## config.mk

```make
export PLATFORM = sky130hd
export DESIGN_NAME = shiftreg_rx_flat
export DESIGN_NICKNAME = d
export VERILOG_FILES = /design/src/rtl/shiftreg_pkg.sv /design/src/rtl/shiftreg_rx_if.sv /design/src/rtl/shiftreg_rx_outbuf.sv /design/src/rtl/shiftreg_rx.sv /design/src/flat_wrapper.sv
export SDC_FILE = /design/constraint.sdc
export NUM_CORES = 1
export LEC_CHECK = 0
export BUFFER_PORTS_ARGS = -buffer_cell sky130_fd_sc_hd__buf_2
export CAP_MARGIN = 20
export CORE_UTILIZATION = 50
export CTS_BUF_LIST = sky130_fd_sc_hd__clkbuf_16
export DETAILED_ROUTE_END_ITERATION = 8
export GPL_TIMING_DRIVEN = 0
export PLACE_DENSITY = 0.71
export SLEW_MARGIN = 20
export SYNTH_ARGS = -nofsm -noshare
export SYNTH_HDL_FRONTEND = slang
export SYNTH_SLANG_ARGS = --single-unit
```

## constraint.sdc

```tcl
create_clock -name clk -period 3.3 [get_ports clk]
set_input_delay 0.66 -clock clk [delete_from_list [all_inputs] [get_ports clk]]
set_output_delay 0.66 -clock clk [all_outputs]
set_load 0.02 [all_outputs]
```

## src/rtl/shiftreg_pkg.sv

```systemverilog
// Shared definitions for the shiftreg serial link (receiver and transmitter).
package shiftreg_pkg;
  typedef enum logic {IDLE, SHIFT} state_t;
  localparam logic DIR_MSB_FIRST = 1'b1;
  localparam logic DIR_LSB_FIRST = 1'b0;
endpackage

```

## src/rtl/shiftreg_rx_if.sv

```systemverilog
// Parallel-side valid/ready bus of the shiftreg receiver.
interface shiftreg_rx_if #(parameter int WIDTH = 4);
  logic [WIDTH-1:0] parallel_out;
  logic             out_valid;
  logic             out_ready;

  modport master (output parallel_out, output out_valid, input  out_ready);
  modport slave  (input  parallel_out, input  out_valid, output out_ready);
endinterface

```

## src/rtl/shiftreg_rx_outbuf.sv

```systemverilog
// One-entry valid/ready holding register with sticky overrun reporting.
module shiftreg_rx_outbuf #(
  parameter int WIDTH = 4
) (
  input  logic             clk,
  input  logic             reset_n,
  input  logic             i_load,
  input  logic [WIDTH-1:0] i_data,
  input  logic             i_ready,
  output logic [WIDTH-1:0] o_data,
  output logic             o_valid,
  output logic             o_overrun
);
  logic [WIDTH-1:0] r_data;
  logic             r_valid;
  logic             r_ovr;
  logic             w_xfer;
  logic             w_drop;

  assign w_xfer = r_valid & i_ready;
  assign w_drop = i_load & r_valid & ~i_ready;

  always_ff @(posedge clk or negedge reset_n) begin
    if (!reset_n) begin
      r_data  <= '0;
      r_valid <= 1'b0;
      r_ovr   <= 1'b0;
    end else begin
      // A slot emptied this cycle can be refilled in the same cycle.
      if (i_load && (!r_valid || i_ready)) begin
        r_data  <= i_data;
        r_valid <= 1'b1;
      end else if (w_xfer) begin
        r_valid <= 1'b0;
      end
      if (w_drop)      r_ovr <= 1'b1;
      else if (w_xfer) r_ovr <= 1'b0;
    end
  end

  assign o_data    = r_data;
  assign o_valid   = r_valid;
  assign o_overrun = r_ovr;
endmodule

```

## src/rtl/shiftreg_rx.sv

```systemverilog
// Serial-to-parallel receiver: start-framed WIDTH-bit words, MSB- or LSB-first,
// delivered through a one-entry valid/ready buffer.
module shiftreg_rx
  import shiftreg_pkg::*;
#(
  parameter int WIDTH = 4
) (
  input  logic          clk,
  input  logic          reset_n,
  input  logic          enable,
  input  logic          direction,
  input  logic          serial_in,
  input  logic          start,
  output logic          busy,
  output logic          overrun,
  output logic          frame_err,
  shiftreg_rx_if.master bus
);
  localparam int            CW   = $clog2(WIDTH);
  localparam logic [CW-1:0] LAST = CW'(WIDTH - 1);

  state_t           r_state;
  logic [CW-1:0]    r_cnt;
  logic [WIDTH-1:0] r_shift;
  logic             r_dir;
  logic             r_ferr;

  logic             w_new;
  logic             w_cap;
  logic             w_done;
  logic             w_dir;
  logic [WIDTH-1:0] w_base;
  logic [WIDTH-1:0] w_shift_nxt;

  assign w_new  = enable & start;
  assign w_cap  = enable & (start | (r_state == SHIFT));
  assign w_done = enable & ~start & (r_state == SHIFT) & (r_cnt == LAST);

  // Bit 0 of a word uses the live direction input and a cleared shifter,
  // so leftovers of an aborted word never leak into the new one.
  assign w_dir  = w_new ? direction : r_dir;
  assign w_base = w_new ? '0 : r_shift;
  assign w_shift_nxt = (w_dir == DIR_MSB_FIRST) ? {w_base[WIDTH-2:0], serial_in}
                                                : {serial_in, w_base[WIDTH-1:1]};

  always_ff @(posedge clk or negedge reset_n) begin
    if (!reset_n) begin
      r_state <= IDLE;
      r_cnt   <= '0;
      r_shift <= '0;
      r_dir   <= DIR_MSB_FIRST;
      r_ferr  <= 1'b0;
    end else begin
      r_ferr <= w_new & (r_state == SHIFT);
      if (w_cap) r_shift <= w_shift_nxt;
      if (w_new) begin
        r_dir   <= direction;
        r_cnt   <= CW'(1);
        r_state <= SHIFT;
      end else if (w_cap) begin
        if (w_done) begin
          r_cnt   <= '0;
          r_state <= IDLE;
        end else begin
          r_cnt <= r_cnt + CW'(1);
        end
      end
    end
  end

  assign busy      = (r_state == SHIFT);
  assign frame_err = r_ferr;

  shiftreg_rx_outbuf #(.WIDTH(WIDTH)) u_outbuf (
    .clk      (clk),
    .reset_n  (reset_n),
    .i_load   (w_done),
    .i_data   (w_shift_nxt),
    .i_ready  (bus.out_ready),
    .o_data   (bus.parallel_out),
    .o_valid  (bus.out_valid),
    .o_overrun(overrun)
  );
endmodule

```

## src/flat_wrapper.sv

```systemverilog
// flat-port wrapper written by rule: the top's interface ports become plain ports
module shiftreg_rx_flat import shiftreg_pkg::*;
#(
  parameter int WIDTH = 4
)
  (clk, reset_n, enable, direction, serial_in, start, busy, overrun, frame_err, bus_parallel_out, bus_out_valid, bus_out_ready);
  shiftreg_rx_if #(.WIDTH(WIDTH)) bus_i ();
  input  logic clk;
  input  logic reset_n;
  input  logic enable;
  input  logic direction;
  input  logic serial_in;
  input  logic start;
  output logic busy;
  output logic overrun;
  output logic frame_err;
  output wire logic [$bits(bus_i.parallel_out)-1:0] bus_parallel_out;
  output wire logic [$bits(bus_i.out_valid)-1:0] bus_out_valid;
  input wire logic [$bits(bus_i.out_ready)-1:0] bus_out_ready;
  assign bus_parallel_out = bus_i.parallel_out;
  assign bus_out_valid = bus_i.out_valid;
  assign bus_i.out_ready = bus_out_ready;
  shiftreg_rx #(.WIDTH(WIDTH)) u_core (.clk(clk), .reset_n(reset_n), .enable(enable), .direction(direction), .serial_in(serial_in), .start(start), .busy(busy), .overrun(overrun), .frame_err(frame_err), .bus(bus_i));
endmodule
```

# Yosys cells after proc, flatten, opt, wreduce, memory -nomap -nowiden
# Cells that the tools add are included.
# word_totals
reg_bits	15
latchBits	0
mem_bits_rw	0
romBits	0
input_bits	7
out_inout_bits	8
wordCells	42
n_memories	0
# op_classes
addsub	1
multipliers	0
n_div	0
order_cmp	0
eq_ne	1
n_shift	0
mux	12
bitwise	12
reduce_logical	8
# op_table
op	n
1-bit AND	9
4-bit 2-to-1 mux	2
2-bit nonzero test	4
1-bit 2-to-1 mux	7
2-bit 2-to-1 mux	3
2-bit by 1-bit adder with 2-bit output (second input constant)	1
2-bit equality test (second input constant)	1
1-bit NOT	2
2-bit AND reduction	1
1-bit logical AND	1
1-bit logical NOT	1
1-bit logical OR	1
1-bit OR	1

# Depth between registers and ports, before layout
# Gate-level depths: netlist (run 1).
# depth
depth_word	7
ltp_mapped	4
depth_no_buf	4

# Hierarchy
# Synthesis (run 1) repeated with hierarchy kept, for this count alone.
# unflattened
cells_unflattened	69
area_unflattened_um2	754.5
# modules_own_cells
mod	instances	cells_per_inst	area_each_um2	seq_area_each_um2
shiftreg_rx	1	54	501.7	226.5
shiftreg_rx_outbuf	1	15	252.7	150.1

# Worst setup path after synthesis (run 1)
# No wires, ideal clock.
# synth_timing
path_type	input to register
start	in start
end	reg u_core.u_outbuf.r_data[1] (netlist: u_core.u_outbuf.o_data[1])
setup_time_ps	125
arrival_ps	1417
required_ps	3175
path_slack_ps	1759
cell_stages	3
path_buffers	0
path_cell_list	and4b_1 > and2_4 > mux2_2
# synth_via
elab_chain_len	5
elab_cells_between_ends	9
classes_between	3 x mux; 5 x bitwise; 1 x reduce/logical
# synth_lines
item	line	text
from (decl)	flat_wrapper.sv:13	input logic start;
1-bit NOT	shiftreg_rx.sv:37	assign w_done = enable & ~start & (r_state == SHIFT) & (r_cnt == LAST);
1-bit AND (3 in series)	shiftreg_rx.sv:37	
1-bit logical AND	shiftreg_rx_outbuf.sv:30	if (i_load && (!r_valid || i_ready)) begin
to (signal assigned)	shiftreg_rx_outbuf.sv:31	r_data <= i_data;
to (decl)	shiftreg_rx_outbuf.sv:14	logic [WIDTH-1:0] r_data;
# Parallel ways exist; a longest one is shown, timed or not.
# A chain may end at the register's enable or synchronous reset.

# Final worst setup path (run 1)
# layout_timing
start	in start
end	reg u_core.u_outbuf.r_data[2] (netlist: u_core.u_outbuf.o_data[2])
# Same word-level chain as after synthesis.

==> results of run 1 <==
==> cell families after synthesis <==
group,count (synthesis),share of synthesized area
flops,15,0.530
compound gates,18,0.165
buf+inv,4,0.0299
simple gates,20,0.155
mux,6,0.102
fa+ha+maj,1,0.0176
==> synth_stat cells, drive strengths merged (2+ instances only) <==
| master | number |
|---|---|
| dfrtp | 14 |
| a31oi | 2 |
| a21bo | 2 |
| o21ai | 4 |
| nand2b | 2 |
| nand3 | 2 |
| buf | 2 |
| mux2i | 2 |
| nand2 | 8 |
| a21oi | 5 |
| o21a | 2 |
| and2 | 2 |
| mux2 | 4 |
==> final cells by class <==
class,count,area [um2]
plain buffers,3,17.5
repair buffers,14,70.1
fillers,107,439
clock inverters,1,3.75
multi-input cells,45,313
clock buffers,3,75.1
flip-flops and latches,15,377
well taps,15,18.8
inverters,1,3.75
==> metal layers <==
metal | track usage | up-vias | part of all wire | wire length (um)
li1 | - | 269 | - | -
met1 | 0.201 | 238 | 0.48 | 594
met2 | 0.307 | 12 | 0.45 | 558
met3 | 0.0170 | 4 | 0.033 | 41
met4 | 0.155 | 0 | 0.031 | 38
met5 | 0 | - | 0 | 0
==> through the flow <==
| step | util | cells | worst slack [ns] | instance area [um2] | total power, mW |
|---|---|---|---|---|---|
| finish | 0.667 | 97 | 1.79 | 878 | 0.723 |
| global route | 0.667 | 97 | 1.71 | 878 | 0.770 |
| CTS | 0.667 | 97 | 1.80 | 878 | 0.733 |
| detailed placement | 0.607 | 93 | 1.56 | 800 | 0.503 |
| global placement | 0.607 | 93 | 1.55 | 800 | 0.495 |
| floorplan | - | 64 | 1.76 | 711 | 0.436 |
==> worst paths after layout <==
kind	start	endpoint	slack, ns	cells after the start
worst min-delay path	reset_n	u_core.u_outbuf.o_data[3]$_DFFE_PN0P_	0.32	1
worst min register to register	u_core.u_outbuf.o_valid$_DFFE_PN0P_	u_core.u_outbuf.o_overrun$_DFFE_PN0P_	0.49	1
worst max register to register	u_core.r_cnt[0]$_DFFE_PN0P_	u_core.u_outbuf.o_data[2]$_DFFE_PN0P_	1.79	4
max in group asynchronous	reset_n	u_core.r_dir$_DFF_PN1_	2.69	1
worst max-delay path	start	u_core.u_outbuf.o_data[2]$_DFFE_PN0P_	1.79	4
min in group clk	u_core.u_outbuf.o_valid$_DFFE_PN0P_	u_core.u_outbuf.o_overrun$_DFFE_PN0P_	0.49	1
==> registers in the layout, indices dropped and copies added (netlist names) <==
| register | cells |
|---|---|
| u_core.r_shift | 4 |
| u_core.u_outbuf.o_data | 4 |
| u_core.r_cnt | 2 |
| u_core.busy | 1 |
| u_core.frame_err | 1 |
| u_core.r_dir | 1 |
| u_core.u_outbuf.o_overrun | 1 |
| u_core.u_outbuf.o_valid | 1 |
==> power breakdown <==
| group | internal (mW) | switching [mW] | leakage [nW] |
|---|---|---|---|
| clock network | 0.160 | 0.0654 | 0.0423 |
| registers | 0.243 | 0.0316 | 0.189 |
| logic | 0.100 | 0.123 | 0.213 |
==> impl_metrics.tcl, run 1 <==
set metrics [dict create \
    status "finished clean" \
    first_pass_iters 4 \
    yosys_warnings 0 \
    grt_pass1_wl_um 1810 \
    buffer_ports.inserted 14 \
    die_x_um 39.7 \
    synth_top_area_frac 0.493 \
    place_hpwl_um 899 \
    drtAntennaViolNets 0 \
    cp_top_family "simple AND/OR/NAND/NOR gates" \
    clock_path_buffers 2 \
    path_class "in2reg" \
    skew_ns 0.00198 \
    syn_to_final_growth_pct 23.6 \
    relSlewSlack 0.778 \
    cp.arrival_ns 1.63 \
    worst_pin_slew_ns 0.333 \
    grt_max_degree 16 \
    max_cap_viol_count 0 \
    drc_errors 0 \
    drt_iter0_markers 5 \
    syn_avg_cell_area_um2 11.1 \
    whs_ns 0.317 \
    synthCells 64 \
    num_rows 13 \
    syn_area_um2 711 \
    yosysUniqueCellTypes 30 \
    clock_latency_ns 0.24 \
    drive_above_1_share 0.354 \
    cts_made_buffers 3 \
    yosysTopAreaCell "dfrtp_1" \
    hold_viol 0 \
    period_share 0.457 \
    rsz0062_at_grt "no" \
    viasPerCell 5.39 \
    antenna_found_initial 0 \
    cts_resized 0 \
    vias 523 \
    cts.hold.buffers_added 0 \
    worstHoldPathType "in2async" \
    cts_tree "yes" \
    maxSlewViolCount 0 \
    diodes 0 \
    synth_fp_nets 72 \
    end_kind "flop" \
    slowest_stage "mux2_2" \
    final_nets 91 \
    die_h_um 39.7 \
    power_density_mw_per_mm2 823 \
    final_cell_mix "15 x buf_2, 14 x dfrtp_1, 8 x nand2_1" \
    globalplace.congestion 0.758 \
    overflow 0 \
    layout_commonest_cell "buf_2" \
    wl_per_cell_um 12.7 \
    cts_num_sinks 15 \
    cts-htree-levels 1 \
    cp-start-kind "primary input" \
    clock.fmax_mhz 663 \
    cellLeakagePower_nw 0.444 \
    setup-tns-final_ns 0 \
    yosys_most_used_dff "dfrtp_1" \
    path_buf_inv 1 \
    synth_edf_count 0 \
    path_cells "buf_2, and4b_1, and2_4, mux2_2" \
    grt_util_all_layers 0.182 \
    first_global_vias 447 \
    cpPeakStageDelay_ns 0.33 \
    die_area_mm2 0.00158 \
    cts_root_buf "clkbuf_16" \
    ys_top_cells_by_area "dfrtp_1 49%, mux2_4 4.2%, nand2_1 4.2%" \
    drt_wl_total_um 1230 \
    clk_pin_slew_ns 0.04 \
    postSynth.asyncResetShare 1.00 \
    core_mm2 0.00132 \
    start_util 0.539 \
    period_minus_slack_ns 1.51 \
    post-cts-setup-buffers 0 \
    setup_viol 0 \
    required_ns 3.42 \
    synth_sequential_area_ratio 0.530 \
    io_pins 15 \
    synth_seq_cells 15 \
    path_max_fanout 4 \
    vdd_drop_max_v 0.000514 \
]
(Power assumes the default switching activity.)
==> run 2, diff against run 1 <==
==> constraint.sdc (replaced) <==
create_clock -name clk -period 1.6 [get_ports clk]
set_input_delay 0.32 -clock clk [delete_from_list [all_inputs] [get_ports clk]]
set_output_delay 0.32 -clock clk [all_outputs]
set_load 0.02 [all_outputs]
==> run 2 against run 1 <==
Worst setup slack got worse by 1.7 ns. Power rose by 110%. Non-clock buffer count rose by 1. Count of clock-buffer cells in the layout did not move. First-iteration DRC count did not move. Global-route usage did not move. Final area rose by 1.1%. Flip-flop and latch count did not move. Hold slack got worse by 0.056 ns. Clock skew did not move. Die area did not move. Clock power rose by 110%. Critical endpoint unchanged.
==> impl_metrics.tcl, run 2 (synthesis gave the netlist of run 1 again) <==
set metrics [dict create \
    status "finished clean" \
    required_ns 1.72 \
    switchingPower_mw 0.454 \
    worst_pin_slew_ns 0.334 \
    setup-tns-final_ns 0 \
    cp-start-kind "flop" \
    path_class "reg2reg" \
    wl_per_cell_um 12.6 \
    maxSlewViolCount 0 \
    path_max_fanout 4 \
    overflow 0 \
    max_cap_viol_count 0 \
    globalplace.congestion 0.758 \
    die_h_um 39.7 \
    layout_commonest_cell "buf_2" \
    die_x_um 39.7 \
    cp_top_family "simple AND/OR/NAND/NOR gates" \
    drc_errors 0 \
    first_global_vias 447 \
    slowest_stage "dfrtp_1" \
    clock.fmax_mhz 664 \
    setup_viol 0 \
    hold_viol 0 \
    path_cells "ha_1, and4b_1, and2_4, mux2_2" \
    cts_num_sinks 15 \
    drt_wl_total_um 1240 \
    drt_iter0_markers 5 \
    vdd_drop_max_v 0.00106 \
    start_util 0.539 \
    cts_tree "yes" \
    switching_share 0.304 \
    internal_power_mw 1.04 \
    power_density_mw_per_mm2 1680 \
    path_buf_inv 0 \
    cpPeakStageDelay_ns 0.37 \
    rsz0062_at_grt "no" \
    clock_path_buffers 2 \
    whs_ns 0.260 \
    p_comb_frac 0.309 \
    cts-htree-levels 1 \
    drtAntennaViolNets 0 \
    first_pass_iters 4 \
    period_share 0.942 \
    clk_pin_slew_ns 0.05 \
    diodes 0 \
    core_mm2 0.00132 \
    cp.arrival_ns 1.63 \
    drive_above_1_share 0.349 \
    cts_made_buffers 3 \
    buffer_ports.inserted 14 \
    p_clk_frac 0.311 \
    num_rows 13 \
    place_hpwl_um 899 \
    vias 525 \
    viasPerCell 5.36 \
    nFillCells 106 \
    final_nets 92 \
    cts_resized 0 \
    period_minus_slack_ns 1.51 \
    p_seq_frac 0.380 \
    skew_ns 0.00198 \
    grt_util_all_layers 0.182 \
    grt_pass1_wl_um 1810 \
    cellLeakagePower_nw 0.448 \
    syn_to_final_growth_pct 25.0 \
    final_cell_mix "15 x buf_2, 14 x dfrtp_1, 8 x nand2_1" \
    clock_latency_ns 0.24 \
    antenna_found_initial 0 \
    relSlewSlack 0.778 \
    io_pins 15 \
    grt_max_degree 16 \
    end_kind "flop" \
    post-route-util 0.674 \
    die_area_mm2 0.00158 \
    cts_root_buf "clkbuf_16" \
    worstHoldPathType "in2reg" \
]
## run 2: worst reg2reg max path, cell delays in order (launching register included)
cell and delay [ns]:
dfrtp_1 0.37, ha_1 0.20, and4b_1 0.29, and2_4 0.20
mux2_2 0.33
## run 2: layout make-up
| cell class | instances | area [um2] | area share |
|---|---|---|---|
| clock inverters | 1 | 3.75 | 0.00423 |
| repair buffers | 15 | 80.1 | 0.0901 |
| clock buffers | 3 | 75.1 | 0.0845 |
| well taps | 15 | 18.8 | 0.0211 |
| multi-input cells | 45 | 313 | 0.352 |
| flip-flops and latches | 15 | 377 | 0.424 |
| inverters | 1 | 3.75 | 0.00423 |
| plain buffers | 3 | 17.5 | 0.0197 |
## run 2: power groups by stage
stage / clock network (mW) / logic (mW) / registers (mW)
final: 0.464 / 0.462 / 0.567
after global routing: 0.487 / 0.517 / 0.585
after CTS: 0.478 / 0.468 / 0.568
after detailed placement: 0 / 0.463 / 0.574
after global placement: 0 / 0.454 / 0.567
after floorplan: 0 / 0.246 / 0.654
## run 2: routing by layer
layer  up-vias  track usage  routed length (um)
met2        12        0.307                 558
met3         4       0.0170                  41
met1       238        0.201                 600
met5         -            0                   0
met4         0        0.155                  38
li1        271            -                   -
## run 2: metrics by stage
| step | power, mW | cells | worst slack (ns) | area (um2) |
|---|---|---|---|---|
| after global routing | 1.59 | 98 | 0.00676 | 888 |
| after detailed placement | 1.04 | 93 | 0.114 | 800 |
| after global placement | 1.02 | 93 | 0.118 | 800 |
| final | 1.49 | 98 | 0.0930 | 888 |
| after CTS | 1.51 | 98 | 0.0997 | 888 |
| after floorplan | 0.900 | 64 | 0.117 | 711 |
## run 2: worst paths after layout
path	start	endpoint	slack, ns	depth (start not counted)
max in group asynchronous	reset_n	u_core.r_dir$_DFF_PN1_	0.79	2
setup reg to reg	u_core.r_cnt[0]$_DFFE_PN0P_	u_core.u_outbuf.o_data[2]$_DFFE_PN0P_	0.09	4
min in group asynchronous	reset_n	u_core.u_outbuf.o_data[3]$_DFFE_PN0P_	0.52	2
hold reg to reg	u_core.u_outbuf.o_valid$_DFFE_PN0P_	u_core.u_outbuf.o_overrun$_DFFE_PN0P_	0.49	1
hold / removal	bus_out_ready	u_core.u_outbuf.o_overrun$_DFFE_PN0P_	0.26	2
setup / recovery	u_core.r_cnt[0]$_DFFE_PN0P_	u_core.u_outbuf.o_data[2]$_DFFE_PN0P_	0.09	4
## run 2: repair_timing
| action | 4_1_cts | 5_1_grt |
|---|---|---|
| setup buffers | 0 | 0 |
| setup endpoints to repair | 0 | 0 |
| hold buffers | 1 | 0 |
| endpoints found under the hold margin | 14 | 0 |
